**src/rtl/rv32_mem_pkg.sv**
```systemverilog
// Shared definitions for the RV32I data-memory path: access modes, arbiter states,
// owner ids and the registered transaction record.
package rv32_mem_pkg;

    localparam int unsigned XLEN = 32;
    localparam int unsigned BE_W = XLEN / 8;

    localparam logic [2:0] MODE_B  = 3'b000;
    localparam logic [2:0] MODE_H  = 3'b001;
    localparam logic [2:0] MODE_W  = 3'b010;
    localparam logic [2:0] MODE_BU = 3'b100;
    localparam logic [2:0] MODE_HU = 3'b101;

    typedef enum logic [1:0] {
        ST_IDLE   = 2'd0,
        ST_ACCESS = 2'd1,
        ST_RESP   = 2'd2
    } state_t;

    typedef enum logic {
        OWN_CPU = 1'b0,
        OWN_LD  = 1'b1
    } owner_t;

    typedef struct packed {
        logic            we;
        logic [2:0]      mode;
        logic [XLEN-1:0] addr;
        logic [XLEN-1:0] wdata;
        owner_t          owner;
    } txn_t;

endpackage

```
**src/rtl/dmem_lane_align.sv**
```systemverilog
// Combinational lane logic: store byte enables/replication, load extract/extend,
// and misalignment / invalid-mode detection.
module dmem_lane_align
    import rv32_mem_pkg::*;
(
    input  logic            i_we,
    input  logic [2:0]      i_mode,
    input  logic [1:0]      i_addr_lo,
    input  logic [XLEN-1:0] i_wdata,
    input  logic [XLEN-1:0] i_mem_rdata,
    output logic [BE_W-1:0] o_be,
    output logic [XLEN-1:0] o_wdata,
    output logic [XLEN-1:0] o_rdata,
    output logic            o_err
);

    logic [7:0]  w_byte;
    logic [15:0] w_half;

    always_comb begin
        w_byte = 8'h00;
        case (i_addr_lo)
            2'd0:    w_byte = i_mem_rdata[7:0];
            2'd1:    w_byte = i_mem_rdata[15:8];
            2'd2:    w_byte = i_mem_rdata[23:16];
            default: w_byte = i_mem_rdata[31:24];
        endcase
        w_half = i_addr_lo[1] ? i_mem_rdata[31:16] : i_mem_rdata[15:0];
    end

    always_comb begin
        o_be    = 4'b1111;
        o_wdata = '0;
        o_rdata = '0;
        o_err   = 1'b0;
        case (i_mode)
            MODE_B: begin
                o_rdata = {{24{w_byte[7]}}, w_byte};
            end
            MODE_H: begin
                o_rdata = {{16{w_half[15]}}, w_half};
                o_err   = i_addr_lo[0];
            end
            MODE_W: begin
                o_rdata = i_mem_rdata;
                o_err   = |i_addr_lo;
            end
            MODE_BU: begin
                o_rdata = {24'h000000, w_byte};
                o_err   = i_we;
            end
            MODE_HU: begin
                o_rdata = {16'h0000, w_half};
                o_err   = i_we | i_addr_lo[0];
            end
            default: o_err = 1'b1;
        endcase
        // Store lane placement; loads keep all four enables.
        if (i_we) begin
            case (i_mode)
                MODE_B: begin
                    o_be    = 4'b0001 << i_addr_lo;
                    o_wdata = {4{i_wdata[7:0]}};
                end
                MODE_H: begin
                    o_be    = 4'b0011 << {i_addr_lo[1], 1'b0};
                    o_wdata = {2{i_wdata[15:0]}};
                end
                default: o_wdata = i_wdata;
            endcase
        end
    end

endmodule

```
**src/rtl/dmem_arbiter.sv**
```systemverilog
// Round-robin arbiter and 3-cycle sequencer sharing one synchronous data memory
// between the CPU load/store port and the word-wide loader port.
module dmem_arbiter
    import rv32_mem_pkg::*;
#(
    parameter int unsigned MEM_AW = 10
) (
    input  logic              clk,
    input  logic              reset,
    input  logic              cpu_req,
    input  logic              cpu_we,
    input  logic [2:0]        cpu_mode,
    input  logic [XLEN-1:0]   cpu_addr,
    input  logic [XLEN-1:0]   cpu_wdata,
    output logic [XLEN-1:0]   cpu_rdata,
    output logic              cpu_ack,
    output logic              cpu_err,
    input  logic              ld_req,
    input  logic              ld_we,
    input  logic [XLEN-1:0]   ld_addr,
    input  logic [XLEN-1:0]   ld_wdata,
    output logic [XLEN-1:0]   ld_rdata,
    output logic              ld_ack,
    output logic              ld_err,
    output logic              mem_en,
    output logic              mem_we,
    output logic [BE_W-1:0]   mem_be,
    output logic [MEM_AW-1:0] mem_addr,
    output logic [XLEN-1:0]   mem_wdata,
    input  logic [XLEN-1:0]   mem_rdata
);

    state_t          r_state, w_next;
    owner_t          r_last_grant;
    txn_t            r_txn;
    logic            w_start, w_grant_ld, w_mem_en, w_err;
    logic [BE_W-1:0] w_be;
    logic [XLEN-1:0] w_wdata, w_rdata;
    logic            r_cpu_ack, r_cpu_err, r_ld_ack, r_ld_err;
    logic            w_unused;

    always_ff @(posedge clk or negedge reset) begin
        if (!reset) r_state <= ST_IDLE;
        else        r_state <= w_next;
    end

    // Next state and IDLE-only arbitration: on a tie, the side not granted last wins.
    always_comb begin
        w_next     = r_state;
        w_start    = 1'b0;
        w_grant_ld = 1'b0;
        case (r_state)
            ST_IDLE: begin
                if (cpu_req || ld_req) begin
                    w_next     = ST_ACCESS;
                    w_start    = 1'b1;
                    w_grant_ld = ld_req && (!cpu_req || (r_last_grant == OWN_CPU));
                end
            end
            ST_ACCESS: w_next = ST_RESP;
            default:   w_next = ST_IDLE;
        endcase
    end

    always_ff @(posedge clk or negedge reset) begin
        if (!reset) begin
            r_txn        <= '0;
            r_last_grant <= OWN_LD;
        end else if (w_start) begin
            r_last_grant <= w_grant_ld ? OWN_LD : OWN_CPU;
            if (w_grant_ld) begin
                r_txn.we    <= ld_we;
                r_txn.mode  <= MODE_W;
                r_txn.addr  <= ld_addr;
                r_txn.wdata <= ld_wdata;
                r_txn.owner <= OWN_LD;
            end else begin
                r_txn.we    <= cpu_we;
                r_txn.mode  <= cpu_mode;
                r_txn.addr  <= cpu_addr;
                r_txn.wdata <= cpu_wdata;
                r_txn.owner <= OWN_CPU;
            end
        end
    end

    dmem_lane_align u_align (
        .i_we        (r_txn.we),
        .i_mode      (r_txn.mode),
        .i_addr_lo   (r_txn.addr[1:0]),
        .i_wdata     (r_txn.wdata),
        .i_mem_rdata (mem_rdata),
        .o_be        (w_be),
        .o_wdata     (w_wdata),
        .o_rdata     (w_rdata),
        .o_err       (w_err)
    );

    // Completion flags are set on the ACCESS->RESP edge, so they live exactly in RESP.
    always_ff @(posedge clk or negedge reset) begin
        if (!reset) begin
            r_cpu_ack <= 1'b0;
            r_cpu_err <= 1'b0;
            r_ld_ack  <= 1'b0;
            r_ld_err  <= 1'b0;
        end else begin
            r_cpu_ack <= (r_state == ST_ACCESS) && (r_txn.owner == OWN_CPU);
            r_cpu_err <= (r_state == ST_ACCESS) && (r_txn.owner == OWN_CPU) && w_err;
            r_ld_ack  <= (r_state == ST_ACCESS) && (r_txn.owner == OWN_LD);
            r_ld_err  <= (r_state == ST_ACCESS) && (r_txn.owner == OWN_LD) && w_err;
        end
    end

    assign w_mem_en  = (r_state == ST_ACCESS) && !w_err;
    assign mem_en    = w_mem_en;
    assign mem_we    = w_mem_en && r_txn.we;
    assign mem_be    = w_mem_en ? w_be : '0;
    assign mem_addr  = w_mem_en ? r_txn.addr[MEM_AW+1:2] : '0;
    assign mem_wdata = w_mem_en ? w_wdata : '0;

    assign cpu_ack   = r_cpu_ack;
    assign cpu_err   = r_cpu_err;
    assign ld_ack    = r_ld_ack;
    assign ld_err    = r_ld_err;
    assign cpu_rdata = (r_cpu_ack && !r_cpu_err) ? w_rdata : '0;
    assign ld_rdata  = (r_ld_ack && !r_ld_err) ? w_rdata : '0;

    assign w_unused = &{1'b0, r_txn.addr[XLEN-1:MEM_AW+2]};

endmodule

```
**config.mk**
```make
export PLATFORM = sky130hd
export DESIGN_NAME = dmem_arbiter
export DESIGN_NICKNAME = d
export VERILOG_FILES = /design/src/rtl/rv32_mem_pkg.sv /design/src/rtl/dmem_lane_align.sv /design/src/rtl/dmem_arbiter.sv
export SDC_FILE = /design/constraint.sdc
export NUM_CORES = 1
export LEC_CHECK = 0
export CAP_MARGIN = 40
export CORE_AREA = 3 3 111 113
export DETAILED_ROUTE_END_ITERATION = 7
export DIE_AREA = 0 0 114 116
export PLACE_DENSITY = 0.92
export SYNTH_ARGS = -nofsm -noshare
export SYNTH_HDL_FRONTEND = slang
export SYNTH_SLANG_ARGS = --single-unit
```
**constraint.sdc**
```tcl
create_clock -name clk -period 2.8 [get_ports clk]
set_input_delay 0.56 -clock clk [delete_from_list [all_inputs] [get_ports clk]]
set_output_delay 0.56 -clock clk [all_outputs]
set_load 0.02 [all_outputs]
```
Yosys cells after proc, flatten, opt, wreduce, memory -nomap -nowiden
Index checks and enable logic that the tools add are counted.
{"block": "totals", "register_bits": 56, "input_bits": 169, "out_inout_bits": 116, "elab_cells": 64}
{"block": "op_classes", "n_eq_ne": 8, "shift": 2, "mux": 21, "n_bitwise": 3, "reduce_logical": 19}
{"op": "32-bit one-hot mux with 5 select lines", "count": 1}
{"op": "32-bit two-way mux", "count": 4}
{"op": "69-bit two-way mux", "count": 1}
{"op": "32-bit one-hot mux with 2 select lines", "count": 1}
{"op": "8-bit one-hot mux with 3 select lines", "count": 1}
{"op": "16-bit two-way mux", "count": 1}
{"op": "10-bit two-way mux", "count": 1}
{"op": "1-bit logical AND", "count": 9}
{"op": "4-bit two-way mux", "count": 2}
{"op": "4-bit one-hot mux with 2 select lines", "count": 1}
{"op": "3-bit equality test (second input constant)", "count": 2}
{"op": "1-bit two-way mux", "count": 5}
{"op": "1-bit one-hot mux with 5 select lines", "count": 1}
{"op": "2-bit by 1-bit equality test with 1-bit output (second input constant)", "count": 2}
{"op": "1-bit zero test", "count": 4}
{"op": "2-bit zero test", "count": 2}
{"op": "2-bit one-hot mux with 2 select lines", "count": 1}
{"op": "1-bit by 2-bit << shifter with 4-bit output (first input constant)", "count": 1}
{"op": "2-bit by 2-bit << shifter with 4-bit output (first input constant)", "count": 1}
{"op": "3-bit by 1-bit equality test with 1-bit output (second input constant)", "count": 1}
{"op": "3-bit by 2-bit equality test with 1-bit output (second input constant)", "count": 1}
{"op": "3-bit zero test", "count": 1}
{"op": "2-bit equality test (second input constant)", "count": 1}
{"op": "1-bit logical OR", "count": 2}
{"op": "other kinds (5)", "count": 6}

Longest topological paths before layout
{"block": "depth", "depth_word": 6, "ltp_mapped": 9, "mapped_depth_nobuf": 6}

Cells and area by module
A second synthesis with hierarchy kept.
{"block": "unflattened", "hier_cells": 598, "area_unflattened_um2": 4619.4}
{"mod": "dmem_arbiter", "n_inst": 1, "cells_per_inst": 401, "area_each_um2": 3195.6, "seq_area_each_um2": 1402.6}
{"mod": "dmem_lane_align", "n_inst": 1, "cells_per_inst": 197, "area_each_um2": 1423.9, "seq_area_each_um2": 0.0}

Worst setup path after synthesis
No wires, ideal clock.
{"block": "synth_timing", "path_kind": "register -> output", "startpoint": "reg r_txn[67] (netlist name)", "endpoint": "out mem_wdata[24]", "t_arrival_ns": 1.938, "t_required_ns": 2.240, "setup_slack_ns": 0.302, "path_stages_with_launch": 9, "path_buffers": 2, "cell_sequence": "dfrtp_1 > buf_6 > or4_4 > nand2_4 > nand2_4 > inv_2 > buf_6 > nand2_4 > a211oi_1"}
{"block": "synth_between", "elab_chain_len": 5, "elab_cells_between_ends": 11, "classes_between": "4 x eq/ne; 4 x mux; 3 x reduce/logical"}
{"element": "start: declaration", "line": "dmem_arbiter.sv:35", "text": "txn_t r_txn;"}
{"element": "3-bit equality test, or another cell as far along", "line": "dmem_lane_align.sv:36", "text": "case (i_mode)"}
{"element": "1-bit one-hot mux with 5 select lines", "line": "dmem_lane_align.sv:36"}
{"element": "1-bit zero test", "line": "dmem_arbiter.sv:114", "text": "assign w_mem_en = (r_state == ST_ACCESS) && !w_err;"}
{"element": "1-bit logical AND", "line": "dmem_arbiter.sv:114"}
{"element": "32-bit two-way mux (*)", "line": "dmem_arbiter.sv:119", "text": "assign mem_wdata = w_mem_en ? w_wdata : '0;"}
{"element": "end: declaration", "line": "dmem_arbiter.sv:29", "text": "output logic [XLEN-1:0] mem_wdata,"}
Mark *: on every way between the ends. The rest lies on a longest branch, timed or not.

Worst setup path in the final report
{"block": "layout_timing", "startpoint": "in mem_rdata[15]", "endpoint": "out cpu_rdata[22]"}
{"block": "layout_between", "elab_chain_len": 3, "elab_cells_between_ends": 4, "classes_between": "4 x mux"}
{"element": "start: declaration", "line": "dmem_arbiter.sv:30", "text": "input logic [XLEN-1:0] mem_rdata"}
{"element": "8-bit one-hot mux with 3 select lines or 16-bit two-way mux (tied branches)", "line": "dmem_lane_align.sv:22, dmem_lane_align.sv:28"}
{"element": "32-bit one-hot mux with 5 select lines (*)", "line": "dmem_lane_align.sv:36"}
{"element": "32-bit two-way mux (*)", "line": "dmem_arbiter.sv:125", "text": "assign cpu_rdata = (r_cpu_ack && !r_cpu_err) ? w_rdata : '0;"}
{"element": "end: declaration", "line": "dmem_arbiter.sv:15", "text": "output logic [XLEN-1:0] cpu_rdata,"}
Marks and branches as above.

==> results.sh <==
export IMPL_status="finished, violations left"
export IMPL_violations_in_the_final_reports="negative setup slack"
export IMPL_route_vias_total=5374
export IMPL_io_pin_count=285
export IMPL_die_x_um=114
export IMPL_cp_max_fo=8
export IMPL_finalInstanceArea_sq_um=7280
export IMPL_dp_final_hpwl_um=13300
export IMPL_antenna_found_initial=1
export IMPL_drt_pass1_iterations=5
export IMPL_finalCritPeriodShare=1.01
export IMPL_yosys_warnings=0
export IMPL_postLayoutSetupSlackWorst_ps=-18.6
export IMPL_slew_violations=0
export IMPL_worst_setup_path_end_kind="output port"
export IMPL_timing_fmax_mhz=355
export IMPL_worst_setup_hold_path_clk_slew_ps=70
export IMPL_count_of_mapped_cells_out_of_synthesis=566
export IMPL_clk_latency_ps=290
export IMPL_cap_violations=0
export IMPL_die_area_sq_um=13200
export IMPL_grt_pass1_wl_um=26400
export IMPL_placement_setup_worst_slack_ps=-614
export IMPL_io_buffer_count=244
export IMPL_cts_buffers=5
export IMPL_slew_margin_rel=0.589
export IMPL_drive_above_1_share=0.277
export IMPL_share_of_synthesized_area_occupied_by_flip_flops_and_latches=0.345
export IMPL_skew_ps=7.62
export IMPL_gp_congestion=0.943
export IMPL_hold_slack_ps=271
export IMPL_power_share_combinational=0.705
export IMPL_placedInstanceArea_sq_um=6970
export IMPL_worst_setup_path_type="primary input to output port"
export IMPL_grt_setup_unrepaired="true"
export IMPL_setup_violations_final=2
export IMPL_cts_max_level=2
export IMPL_power_switching_w=0.00373
export IMPL_viasPerCell=5.48
export IMPL_fp_dieH_um=116
export IMPL_cp_data_required_time_ps=2240
export IMPL_switching_power_share_of_the_total=0.495
export IMPL_register_bit_total_from_synthesis=56
export IMPL_cts_root_buf="sky130_fd_sc_hd__clkbuf_16"
export IMPL_cts_max_path_buffers=2
export IMPL_track_usage=0.249
export IMPL_drt_antenna_net_count=0
export IMPL_clkSinkCount=56
export IMPL_final_hold_viol_count=0
export IMPL_power_density_nw_per_um2=1030
export IMPL_mostFrequentLayoutCell="sky130_fd_sc_hd__clkdlybuf4s50_1"
export IMPL_grt_overflow=0
export IMPL_power_static_leakage_nw=3.21
export IMPL_area_delta_synth_final_pct=78.9
export IMPL_postSynthNetCount=735
export IMPL_min_path_type="primary input to async pin"
export IMPL_post_route_min_period_ps=2820
export IMPL_route_detailed_drc=0
export IMPL_via_count_of_the_first_global_routing_pass=5117
export IMPL_intPower_w=0.00381
export IMPL_syn_mean_instance_area_sq_um=7.19
export IMPL_cts_tree="yes"
export IMPL_final_setup_tns_ps=-19.2
export IMPL_totalWireLength_um=17900
export IMPL_synth_distinct_cells=38
export IMPL_total_power_w=0.00753
export IMPL_final_net_count=1005
export IMPL_drt_first_iter_violations=464
export IMPL_cts_hold_fix_buffers=0
export IMPL_row_count=39
export IMPL_layout_common_cells="sky130_fd_sc_hd__clkdlybuf4s50_1 (127), sky130_fd_sc_hd__nor2_1 (97), sky130_fd_sc_hd__nand2_1 (88)"
export IMPL_clkPwrFrac=0.086
export IMPL_initial_core_util=0.356
export IMPL_grt_start_max_net_pins=48
export IMPL_seq_power_share=0.209
export IMPL_cp_arrival_ps=2260
export IMPL_worst_slew_pin_transition_ps=616
export IMPL_fp_coreArea_sq_um=11400
export IMPL_detail_route_wl_per_cell_um=18.2
export IMPL_critPathLaunchType="primary input"
export IMPL_syn_cell_area_sq_um=4070
export IMPL_ir_worst_vdd_mv=0.632
[synthesized netlist by cell type]
| library cell | number | share of area |
|---|---|---|
| sky130_fd_sc_hd__o21bai_1 | 1 | 0.0018 |
| sky130_fd_sc_hd__a21oi_1 | 94 | 0.12 |
| sky130_fd_sc_hd__nand2b_1 | 6 | 0.0092 |
| sky130_fd_sc_hd__buf_1 | 5 | 0.0046 |
| sky130_fd_sc_hd__a21o_1 | 1 | 0.0018 |
| sky130_fd_sc_hd__inv_1 | 5 | 0.0046 |
| sky130_fd_sc_hd__a221oi_1 | 11 | 0.024 |
| sky130_fd_sc_hd__a211oi_1 | 10 | 0.018 |
| sky130_fd_sc_hd__or2_2 | 1 | 0.0015 |
| sky130_fd_sc_hd__nor3_2 | 1 | 0.0025 |
| sky130_fd_sc_hd__a31oi_1 | 4 | 0.0061 |
| sky130_fd_sc_hd__clkbuf_1 | 38 | 0.035 |
| sky130_fd_sc_hd__nor2b_1 | 1 | 0.0015 |
| sky130_fd_sc_hd__a22o_1 | 2 | 0.0043 |
| sky130_fd_sc_hd__buf_2 | 6 | 0.0074 |
| sky130_fd_sc_hd__mux4_2 | 1 | 0.0055 |
| sky130_fd_sc_hd__nand2_1 | 88 | 0.081 |
| sky130_fd_sc_hd__nand2_4 | 3 | 0.0083 |
| sky130_fd_sc_hd__mux2_2 | 2 | 0.0055 |
| sky130_fd_sc_hd__a211oi_2 | 3 | 0.0092 |
| sky130_fd_sc_hd__mux2i_1 | 29 | 0.071 |
| sky130_fd_sc_hd__nor3_1 | 2 | 0.0025 |
| sky130_fd_sc_hd__and2_1 | 11 | 0.017 |
| sky130_fd_sc_hd__nor2_1 | 99 | 0.091 |
| sky130_fd_sc_hd__or4_4 | 1 | 0.0028 |
| sky130_fd_sc_hd__o21ai_0 | 55 | 0.068 |
| sky130_fd_sc_hd__a221o_1 | 1 | 0.0025 |
| sky130_fd_sc_hd__o211ai_1 | 1 | 0.0018 |
| sky130_fd_sc_hd__dfstp_2 | 1 | 0.0065 |
| sky130_fd_sc_hd__nor3b_2 | 1 | 0.0031 |
| sky130_fd_sc_hd__dfrtp_1 | 55 | 0.34 |
| sky130_fd_sc_hd__o22ai_1 | 8 | 0.012 |
| sky130_fd_sc_hd__inv_2 | 1 | 0.00092 |
| sky130_fd_sc_hd__and3_1 | 10 | 0.015 |
| sky130_fd_sc_hd__or3_1 | 1 | 0.0015 |
| sky130_fd_sc_hd__buf_6 | 5 | 0.014 |
| sky130_fd_sc_hd__and2_0 | 1 | 0.0015 |
| sky130_fd_sc_hd__or3b_2 | 1 | 0.0022 |
[metal layers]
metal | GRT usage | vias to the layer above | part of all wire
li1 | - | 2496 | -
met1 | 0.288 | 2556 | 0.38
met2 | 0.459 | 277 | 0.51
met3 | 0.0569 | 45 | 0.081
met4 | 0.0736 | 0 | 0.031
met5 | 0 | - | 0
[worst paths after layout]
path / slack [ps] / endpoint / start / cells past startpoint
max: -20 / cpu_rdata[22] / mem_rdata[15] / 9
min: 270 / r_txn[20] / reset / 1
max reg2reg: 1200 / r_txn[68] / r_state[1] / 5
min reg2reg: 470 / r_txn[42] / r_txn[42] / 2
max in group asynchronous: 1870 / r_last_grant / reset / 2
min in group clk: 470 / r_txn[42] / r_txn[42] / 2
[flip-flops by register name, indices dropped and copies added (netlist names)]
signal        cells
cpu_err           1
r_last_grant      1
ld_ack            1
ld_err            1
r_state           2
r_txn            49
cpu_ack           1
[cells by family (layout without fill, tap and decap cells)]
family,Yosys count,in the layout,share of synthesized area
AO/OA/AOI/OAI,191,191,0.265
AND/OR/NAND/NOR,227,227,0.241
flip-flops,56,56,0.345
multiplexers,32,32,0.0824
other,0,1,0
buffers and inverters,60,331,0.0664
[worst max-delay path, cell delays in order]
cell	delay, ps
sky130_fd_sc_hd__clkdlybuf4s15_2	210
sky130_fd_sc_hd__mux4_2	500
sky130_fd_sc_hd__buf_6	140
sky130_fd_sc_hd__o211ai_1	140
sky130_fd_sc_hd__buf_4	160
sky130_fd_sc_hd__buf_6	130
sky130_fd_sc_hd__buf_12	140
sky130_fd_sc_hd__a21oi_1	80
sky130_fd_sc_hd__buf_2	180
[stage by stage]
| step | util | std cells |
|---|---|---|
| 6_report | 0.638 | 981 |
| 5_1_grt | 0.638 | 981 |
| 3_5_place_dp | 0.611 | 963 |
| 4_1_cts | 0.626 | 980 |
| 2_1_floorplan | - | 566 |
| 3_3_place_gp | 0.611 | 963 |
[repair_timing]
| item | CTS | global route |
|---|---|---|
| endpoints found under the setup margin | 112 | 104 |
| gates resized for setup | 316 | 165 |
| buffers inserted | 7 | 1 |
| cloned | 3 | 0 |
| pin swaps | 1 | 2 |
[power by group through the flow]
stage,logic (W),clock network [W],registers (W)
3_5_place_dp,0.00484,0,0.00157
6_report,0.00531,0.000647,0.00158
4_1_cts,0.00494,0.000660,0.00156
3_3_place_gp,0.00476,0,0.00155
2_1_floorplan,0.00284,0,0.00146
5_1_grt,0.00573,0.000691,0.00163
[layout make-up]
cell class,count,area [sq um]
clock buffer,6,139
clock inverter,2,15.0
fill,956,4140
sequential,56,1410
timing repair buffer,317,2830
tap,143,179
inverter,6,22.5
antenna,1,2.50
multi-input combinational,450,2690
Note: power is estimated with default switching activity, not from simulation.
